File: src/rtl/bcd_to_bin_seq.sv
// bcd_to_bin_seq
//   Iterative packed-BCD to binary converter. One decimal digit is folded into
//   the accumulator per clock, most significant digit first (acc = acc*10 + d).
//   A start/done handshake is used.
//
//   Optional feature macro: BCD2BIN_RESTART_EN
//     When defined, start=1 during CONV restarts the conversion with a freshly
//     captured operand. When undefined, start is honoured in IDLE only.
//
// Ports
//   clk        in   rising-edge clock
//   rst        in   asynchronous active-high reset
//   start      in   conversion request
//   bcd        in   packed BCD operand, digit i = bcd[4i+3:4i]
//   busy       out  high while converting (CONV and DONE)
//   done       out  one-cycle pulse; bin/ovf/bad_digit valid from this cycle
//   bin        out  binary result, held until the next done
//   ovf        out  result exceeded 2^BIN_W-1 (bin saturated)
//   bad_digit  out  at least one digit was greater than 9
//
// State table
//   IDLE | waiting for start
//   CONV | folding one digit per cycle into the accumulator
//   DONE | publishing the result; done pulses in the following cycle

module bcd_to_bin_seq #(
  parameter int DIGITS = 10,
  parameter int BIN_W  = 32
) (
  input  logic                  clk,
  input  logic                  rst,
  input  logic                  start,
  input  logic [4*DIGITS-1:0]   bcd,
  output logic                  busy,
  output logic                  done,
  output logic [BIN_W-1:0]      bin,
  output logic                  ovf,
  output logic                  bad_digit
);

  localparam int ACC_W = BIN_W + 4;
  localparam int CNT_W = (DIGITS > 1) ? $clog2(DIGITS) : 1;
  localparam logic [CNT_W-1:0] CNT_LAST = CNT_W'(DIGITS - 1);
  localparam logic [ACC_W-1:0] ACC_MAX  = {4'h0, {BIN_W{1'b1}}};

  typedef enum logic [1:0] {
    IDLE = 2'd0,
    CONV = 2'd1,
    DONE = 2'd2
  } state_t;

  state_t              state, state_next;
  logic [4*DIGITS-1:0] sreg;
  logic [ACC_W-1:0]    acc;
  logic [CNT_W-1:0]    cnt;
  logic                ovf_s;
  logic                bad_s;

  logic                load;
  logic                step;
  logic [3:0]          digit;
  logic [ACC_W-1:0]    acc_mul;
  logic                acc_ovf;
  logic [ACC_W-1:0]    acc_sat;

  // acc is always clamped to 2^BIN_W-1, so acc*10+15 stays below 2^(BIN_W+4)
  // and the upper nibble alone detects overflow.
  assign digit   = sreg[4*DIGITS-1 -: 4];
  assign acc_mul = (acc << 3) + (acc << 1) + {{(ACC_W-4){1'b0}}, digit};
  assign acc_ovf = |acc_mul[ACC_W-1:BIN_W];
  assign acc_sat = acc_ovf ? ACC_MAX : acc_mul;

  assign busy = (state != IDLE);

  always_ff @(posedge clk or posedge rst) begin
    if (rst) begin
      state <= IDLE;
    end else begin
      state <= state_next;
    end
  end

  always_comb begin
    state_next = state;
    load       = 1'b0;
    step       = 1'b0;
    case (state)
      IDLE: begin
        if (start) begin
          load       = 1'b1;
          state_next = CONV;
        end
      end
      CONV: begin
`ifdef BCD2BIN_RESTART_EN
        if (start) begin
          load = 1'b1;
        end else begin
          step = 1'b1;
          if (cnt == CNT_LAST) begin
            state_next = DONE;
          end
        end
`else
        step = 1'b1;
        if (cnt == CNT_LAST) begin
          state_next = DONE;
        end
`endif
      end
      DONE: begin
        state_next = IDLE;
      end
      default: begin
        state_next = IDLE;
      end
    endcase
  end

  always_ff @(posedge clk or posedge rst) begin
    if (rst) begin
      sreg  <= '0;
      acc   <= '0;
      cnt   <= '0;
      ovf_s <= 1'b0;
      bad_s <= 1'b0;
    end else if (load) begin
      sreg  <= bcd;
      acc   <= '0;
      cnt   <= '0;
      ovf_s <= 1'b0;
      bad_s <= 1'b0;
    end else if (step) begin
      sreg  <= {sreg[4*DIGITS-5:0], 4'h0};
      acc   <= acc_sat;
      cnt   <= cnt + CNT_W'(1);
      ovf_s <= ovf_s | acc_ovf;
      bad_s <= bad_s | (digit > 4'd9);
    end
  end

  // Results are registered on leaving DONE so that done and the new bin
  // appear in the same cycle.
  always_ff @(posedge clk or posedge rst) begin
    if (rst) begin
      done      <= 1'b0;
      bin       <= '0;
      ovf       <= 1'b0;
      bad_digit <= 1'b0;
    end else begin
      done <= (state == DONE);
      if (state == DONE) begin
        bin       <= ovf_s ? {BIN_W{1'b1}} : acc[BIN_W-1:0];
        ovf       <= ovf_s;
        bad_digit <= bad_s;
      end
    end
  end

endmodule
File: config.mk
export PLATFORM = sky130hd
export DESIGN_NAME = bcd_to_bin_seq
export DESIGN_NICKNAME = d
export VERILOG_FILES = /design/src/rtl/bcd_to_bin_seq.sv
export SDC_FILE = /design/constraint.sdc
export NUM_CORES = 1
export LEC_CHECK = 0
export CAP_MARGIN = 0
export CORE_MARGIN = 1.5
export CORE_UTILIZATION = 40
export CTS_BUF_LIST = sky130_fd_sc_hd__clkbuf_8 sky130_fd_sc_hd__clkbuf_16
export DETAILED_ROUTE_END_ITERATION = 10
export GPL_TIMING_DRIVEN = 0
export PLACE_DENSITY = 0.65
export RECOVER_POWER = 25
export SYNTH_ARGS = -nofsm -noshare
export SYNTH_HDL_FRONTEND = slang
export SYNTH_SLANG_ARGS = --single-unit
File: constraint.sdc
create_clock -name clk -period 3.55 [get_ports clk]
set_input_delay 0.355 -clock clk [delete_from_list [all_inputs] [get_ports clk]]
set_output_delay 0.355 -clock clk [all_outputs]
set_load 0.01 [all_outputs]
==> run_summary.xml <==
<?xml version="1.0" encoding="UTF-8"?>
<metrics>
  <group name="status">
    <metric name="run_status" unit="">finished, violations left</metric>
    <metric name="failing_checks" unit="">capacitance limit, slew limit, setup timing</metric>
  </group>
  <group name="clocking">
    <metric name="cts-root-to-sink-buffers" unit="">2</metric>
    <metric name="cts-root-buf" unit="">sky130_fd_sc_hd__clkbuf_16</metric>
    <metric name="inserted_clock_buffers" unit="">17</metric>
    <metric name="ctsHtreeMaxLevel" unit="">4</metric>
    <metric name="numClockSinks" unit="">118</metric>
    <metric name="clkLatencyLatePin" unit="ns">0.42</metric>
    <metric name="register_clock_pin_slew_on_the_reported_worst_setup_and_hold_paths" unit="ns">0.06</metric>
    <metric name="cts.hold.buffers_added" unit="">0</metric>
    <metric name="tritoncts" unit="">yes</metric>
  </group>
  <group name="route">
    <metric name="vias" unit="">6186</metric>
    <metric name="route.detailed.drc" unit="">0</metric>
    <metric name="drt_iter0_markers" unit="">445</metric>
    <metric name="detail_route.wl_per_cell" unit="um">16.7</metric>
    <metric name="routed_via_density" unit="">5.50</metric>
    <metric name="wl" unit="um">18800</metric>
    <metric name="detailedRoute.firstPassIterationCount" unit="">5</metric>
    <metric name="ant_nets" unit="">0</metric>
  </group>
  <group name="setup_path">
    <metric name="critPathArrivalTime" unit="ns">3.90</metric>
    <metric name="r2r_setup_slack" unit="ns">-0.05</metric>
    <metric name="critical_path_peak_fanout" unit="">10</metric>
    <metric name="crit_slowest_cell" unit="">sky130_fd_sc_hd__fa_1</metric>
    <metric name="cp.required" unit="ns">3.85</metric>
    <metric name="cpMostUsedCell" unit="">sky130_fd_sc_hd__inv_2</metric>
    <metric name="crit_type" unit="">register to register</metric>
    <metric name="critical_path_end_type" unit="">register</metric>
    <metric name="timing.critical_path.cells" unit="">inv_2 &gt; fa_1 &gt; inv_2 &gt; fa_2 &gt; a211oi_2 &gt; o21ai_2 &gt; o31ai_4 &gt; o211ai_1 &gt; a31oi_2 &gt; xnor2_2 &gt; o41a_1 &gt; buf_6 &gt; a221o_1</metric>
    <metric name="critical_path.startpoint_type" unit="">register</metric>
    <metric name="max_stage_delay" unit="ns">0.54</metric>
  </group>
  <group name="placement">
    <metric name="dp.final_hpwl" unit="um">13200</metric>
    <metric name="place_ws" unit="ns">-0.536</metric>
    <metric name="gp_routability_congestion" unit="">0.942</metric>
    <metric name="portBuffers" unit="">78</metric>
  </group>
  <group name="power_and_ir_drop">
    <metric name="p_per_area" unit="nW/um2">1160</metric>
    <metric name="power.ir.vdd_worst" unit="mV">0.475</metric>
    <metric name="leakage" unit="uW">0.00391</metric>
  </group>
  <group name="floorplan">
    <metric name="core.rowCount" unit="">48</metric>
    <metric name="start_util" unit="%">40.7</metric>
    <metric name="core_area" unit="um2">17200</metric>
    <metric name="die_w" unit="um">135</metric>
    <metric name="boundaryPins" unit="">79</metric>
    <metric name="dieArea" unit="um2">18300</metric>
    <metric name="die_height" unit="um">135</metric>
  </group>
  <group name="synth">
    <metric name="synthesized_nets" unit="">886</metric>
    <metric name="synth.yosys.warnings" unit="">0</metric>
    <metric name="synth_seq_cells" unit="">118</metric>
    <metric name="synth_ff_type" unit="">sky130_fd_sc_hd__dfrtp_1</metric>
    <metric name="synth_seq_area_share" unit="%">42.2</metric>
    <metric name="ys_types" unit="">49</metric>
    <metric name="syn-mean-instance-area" unit="um2">9.05</metric>
    <metric name="synthCells" unit="">773</metric>
    <metric name="synth_enable_flop_cells" unit="">0</metric>
    <metric name="async_sr_flop_fraction" unit="%">100</metric>
    <metric name="post_synth_instance_area" unit="um2">7000</metric>
  </group>
  <group name="timing">
    <metric name="transition_time_of_the_tightest_slew_check_pin" unit="ns">1.77</metric>
    <metric name="max_clock_freq" unit="GHz">0.277</metric>
    <metric name="layout_min_cycle_time" unit="ns">3.60</metric>
    <metric name="fin_worst_skew" unit="ns">0.00766</metric>
    <metric name="hold_violations" unit="">0</metric>
    <metric name="fraction_of_the_cycle_the_final_worst_path_needs" unit="%">102</metric>
    <metric name="finalSetupViolCount" unit="">20</metric>
    <metric name="post-route-worst-setup-slack" unit="ns">-0.0539</metric>
    <metric name="rsz0062_at_grt" unit="">yes</metric>
    <metric name="slew_headroom" unit="%">-18.9</metric>
    <metric name="whs" unit="ns">0.456</metric>
    <metric name="setup_tns" unit="ns">-0.788</metric>
    <metric name="final-max-slew-violation-count" unit="">41</metric>
  </group>
  <group name="cells_and_area">
    <metric name="antenna_cells" unit="">0</metric>
    <metric name="areaGrowthSynthToFinish" unit="%">28.1</metric>
    <metric name="ratio_of_cells_with_drive_above_1_in_the_final_layout" unit="%">8.45</metric>
    <metric name="final_nets" unit="">999</metric>
  </group>
  <group name="global_route">
    <metric name="grt_start_max_net_pins" unit="">80</metric>
    <metric name="first_global_vias" unit="">5997</metric>
    <metric name="globalRoute.totalOverflow" unit="">0</metric>
    <metric name="grt_antenna_before_repair" unit="">0</metric>
    <metric name="grt_use_total" unit="%">21.2</metric>
    <metric name="grt_first_pass_wirelength" unit="um">30400</metric>
  </group>
  <group name="worst_hold_path">
    <metric name="timing.hold.worst.class" unit="">input pin to register</metric>
  </group>
  <group name="run">
    <metric name="drv.max_cap_violation_count" unit="">1</metric>
  </group>
</metrics>
-- Yosys cell counts (all sizes together) (2+ instances only) --
| master | count | area share [%] |
|---|---|---|
| buf | 9 | 0.55 |
| a221oi | 4 | 0.50 |
| a21o | 9 | 0.97 |
| nor2b | 3 | 0.27 |
| and3 | 5 | 0.45 |
| o21a | 2 | 0.21 |
| nor4 | 5 | 0.66 |
| o21ai | 60 | 4.3 |
| nand4 | 9 | 0.80 |
| dfrtp | 118 | 42 |
| a31oi | 14 | 1.3 |
| nor3 | 7 | 0.50 |
| nand3 | 12 | 0.86 |
| xnor2 | 22 | 2.8 |
| o21bai | 4 | 0.43 |
| mux2 | 2 | 0.32 |
| a22oi | 36 | 3.9 |
| o211ai | 7 | 0.75 |
| nand2b | 4 | 0.36 |
| a211oi | 8 | 0.93 |
| fa | 2 | 0.57 |
| and4 | 2 | 0.25 |
| inv | 19 | 1.0 |
| xor2 | 11 | 1.4 |
| ha | 68 | 12 |
| clkbuf | 40 | 2.1 |
| and2 | 3 | 0.27 |
| a21oi | 57 | 4.1 |
| nand2 | 143 | 7.7 |
| nor2 | 53 | 2.8 |
| a221o | 21 | 3.0 |
-- registers in the layout, indices dropped and copies added, names as in the netlist --
| register | count |
|---|---|
| sreg | 40 |
| acc | 35 |
| cnt | 4 |
| bad_s | 1 |
| done | 1 |
| ovf | 1 |
| ovf_s | 1 |
| state | 2 |
| bad_digit | 1 |
| bin | 32 |
-- final cells by class --
| class | count | area (um2) |
|---|---|---|
| fillers | 1651 | 8210 |
| multi-input cells | 587 | 3910 |
| flip-flops and latches | 118 | 2950 |
| well taps | 225 | 282 |
| plain buffers | 49 | 211 |
| clock buffers | 18 | 439 |
| inverters | 19 | 72.6 |
| clock inverters | 14 | 196 |
| repair buffers | 94 | 905 |
-- report_power, final --
part	internal, uW	switching, uW
sequential	1870	351
clock	1200	680
combinational	2680	3640
total	5750	4670
-- worst paths after layout --
path	to	start	cells past startpoint
worst min register to register	bin[22]$_DFFE_PP0P_	bin[22]$_DFFE_PP0P_	2
worst max register to register	acc[21]$_DFFE_PP0P_	sreg[39]$_DFFE_PP0P_	13
worst max-delay path	acc[21]$_DFFE_PP0P_	sreg[39]$_DFFE_PP0P_	13
worst min-delay path	sreg[2]$_DFFE_PP0P_	bcd[2]	3
min in group asynchronous	bin[3]$_DFFE_PP0P_	rst	2
max in group asynchronous	acc[25]$_DFFE_PP0P_	rst	3
-- logic make-up after synthesis --
| kind of cell | count (synthesis) | synth area share (%) |
|---|---|---|
| adders and majority gates | 70 | 12.7 |
| muxes | 2 | 0.322 |
| AOI/OAI and AO/OA | 233 | 21.7 |
| xor gates and xnor gates | 33 | 4.13 |
| DFF | 118 | 42.2 |
| and+or+nand+nor | 249 | 15.2 |
| buffers and inverters | 68 | 3.72 |
-- cells in the final DEF, fill, tap and decap left out, types with 6 or more instances in the layout --
master and count:
sky130_fd_sc_hd__nand2_1 143, sky130_fd_sc_hd__dfrtp_1 118, sky130_fd_sc_hd__clkdlybuf4s50_1 77, sky130_fd_sc_hd__ha_1 68, sky130_fd_sc_hd__a21oi_1 55, sky130_fd_sc_hd__nor2_1 53
sky130_fd_sc_hd__o21ai_0 52, sky130_fd_sc_hd__clkbuf_1 40, sky130_fd_sc_hd__a22oi_1 36, sky130_fd_sc_hd__a221o_1 21, sky130_fd_sc_hd__xnor2_1 20, sky130_fd_sc_hd__inv_1 17
sky130_fd_sc_hd__clkbuf_16 17, sky130_fd_sc_hd__buf_4 14, sky130_fd_sc_hd__nand3_1 12, sky130_fd_sc_hd__xor2_1 11, sky130_fd_sc_hd__a31oi_1 11, sky130_fd_sc_hd__nand4_1 9
sky130_fd_sc_hd__a21o_1 9, sky130_fd_sc_hd__o21ai_1 7, sky130_fd_sc_hd__o211ai_1 7, sky130_fd_sc_hd__nor3_1 6
-- timing repair --
item                                    CTS  global route
endpoints found under the setup margin   33            31
pin swaps                                 7             6
gates cloned                              0             1
setup buffers                            10             4
gates resized for setup                  18            13
-- stage by stage --
| stage | cell area (um2) | power (uW) | instances | utilization (%) |
|---|---|---|---|---|
| 5_1_grt | 8970 | 11200 | 1124 | 52.2 |
| 4_1_cts | 8880 | 10200 | 1119 | 51.7 |
| 3_3_place_gp | 8060 | 7870 | 1076 | 46.9 |
| 2_1_floorplan | 7000 | 6340 | 773 | - |
| 6_report | 8970 | 10400 | 1124 | 52.2 |
| 3_5_place_dp | 8090 | 7950 | 1077 | 47.1 |
-- metal layers --
metal / wire length, um / share of wire, % / global-route usage, % / vias to the layer above
li1: - / - / - / 3024
met1: 8910 / 47 / 28.7 / 2970
met2: 8720 / 46 / 33.4 / 163
met3: 913 / 4.9 / 5.13 / 29
met4: 278 / 1.5 / 6.81 / 0
met5: 0 / 0 / 0 / -
-- worst max-delay path: cells and delay by family, from the launching register on --
family / cells / cell delay, ns
AOI/OAI and AO/OA: 7 / 1.79
adders and majority gates: 2 / 0.92
buffers and inverters: 3 / 0.28
xor gates and xnor gates: 1 / 0.11
DFF: 1 / 0.36
(Power assumes the default switching activity.)
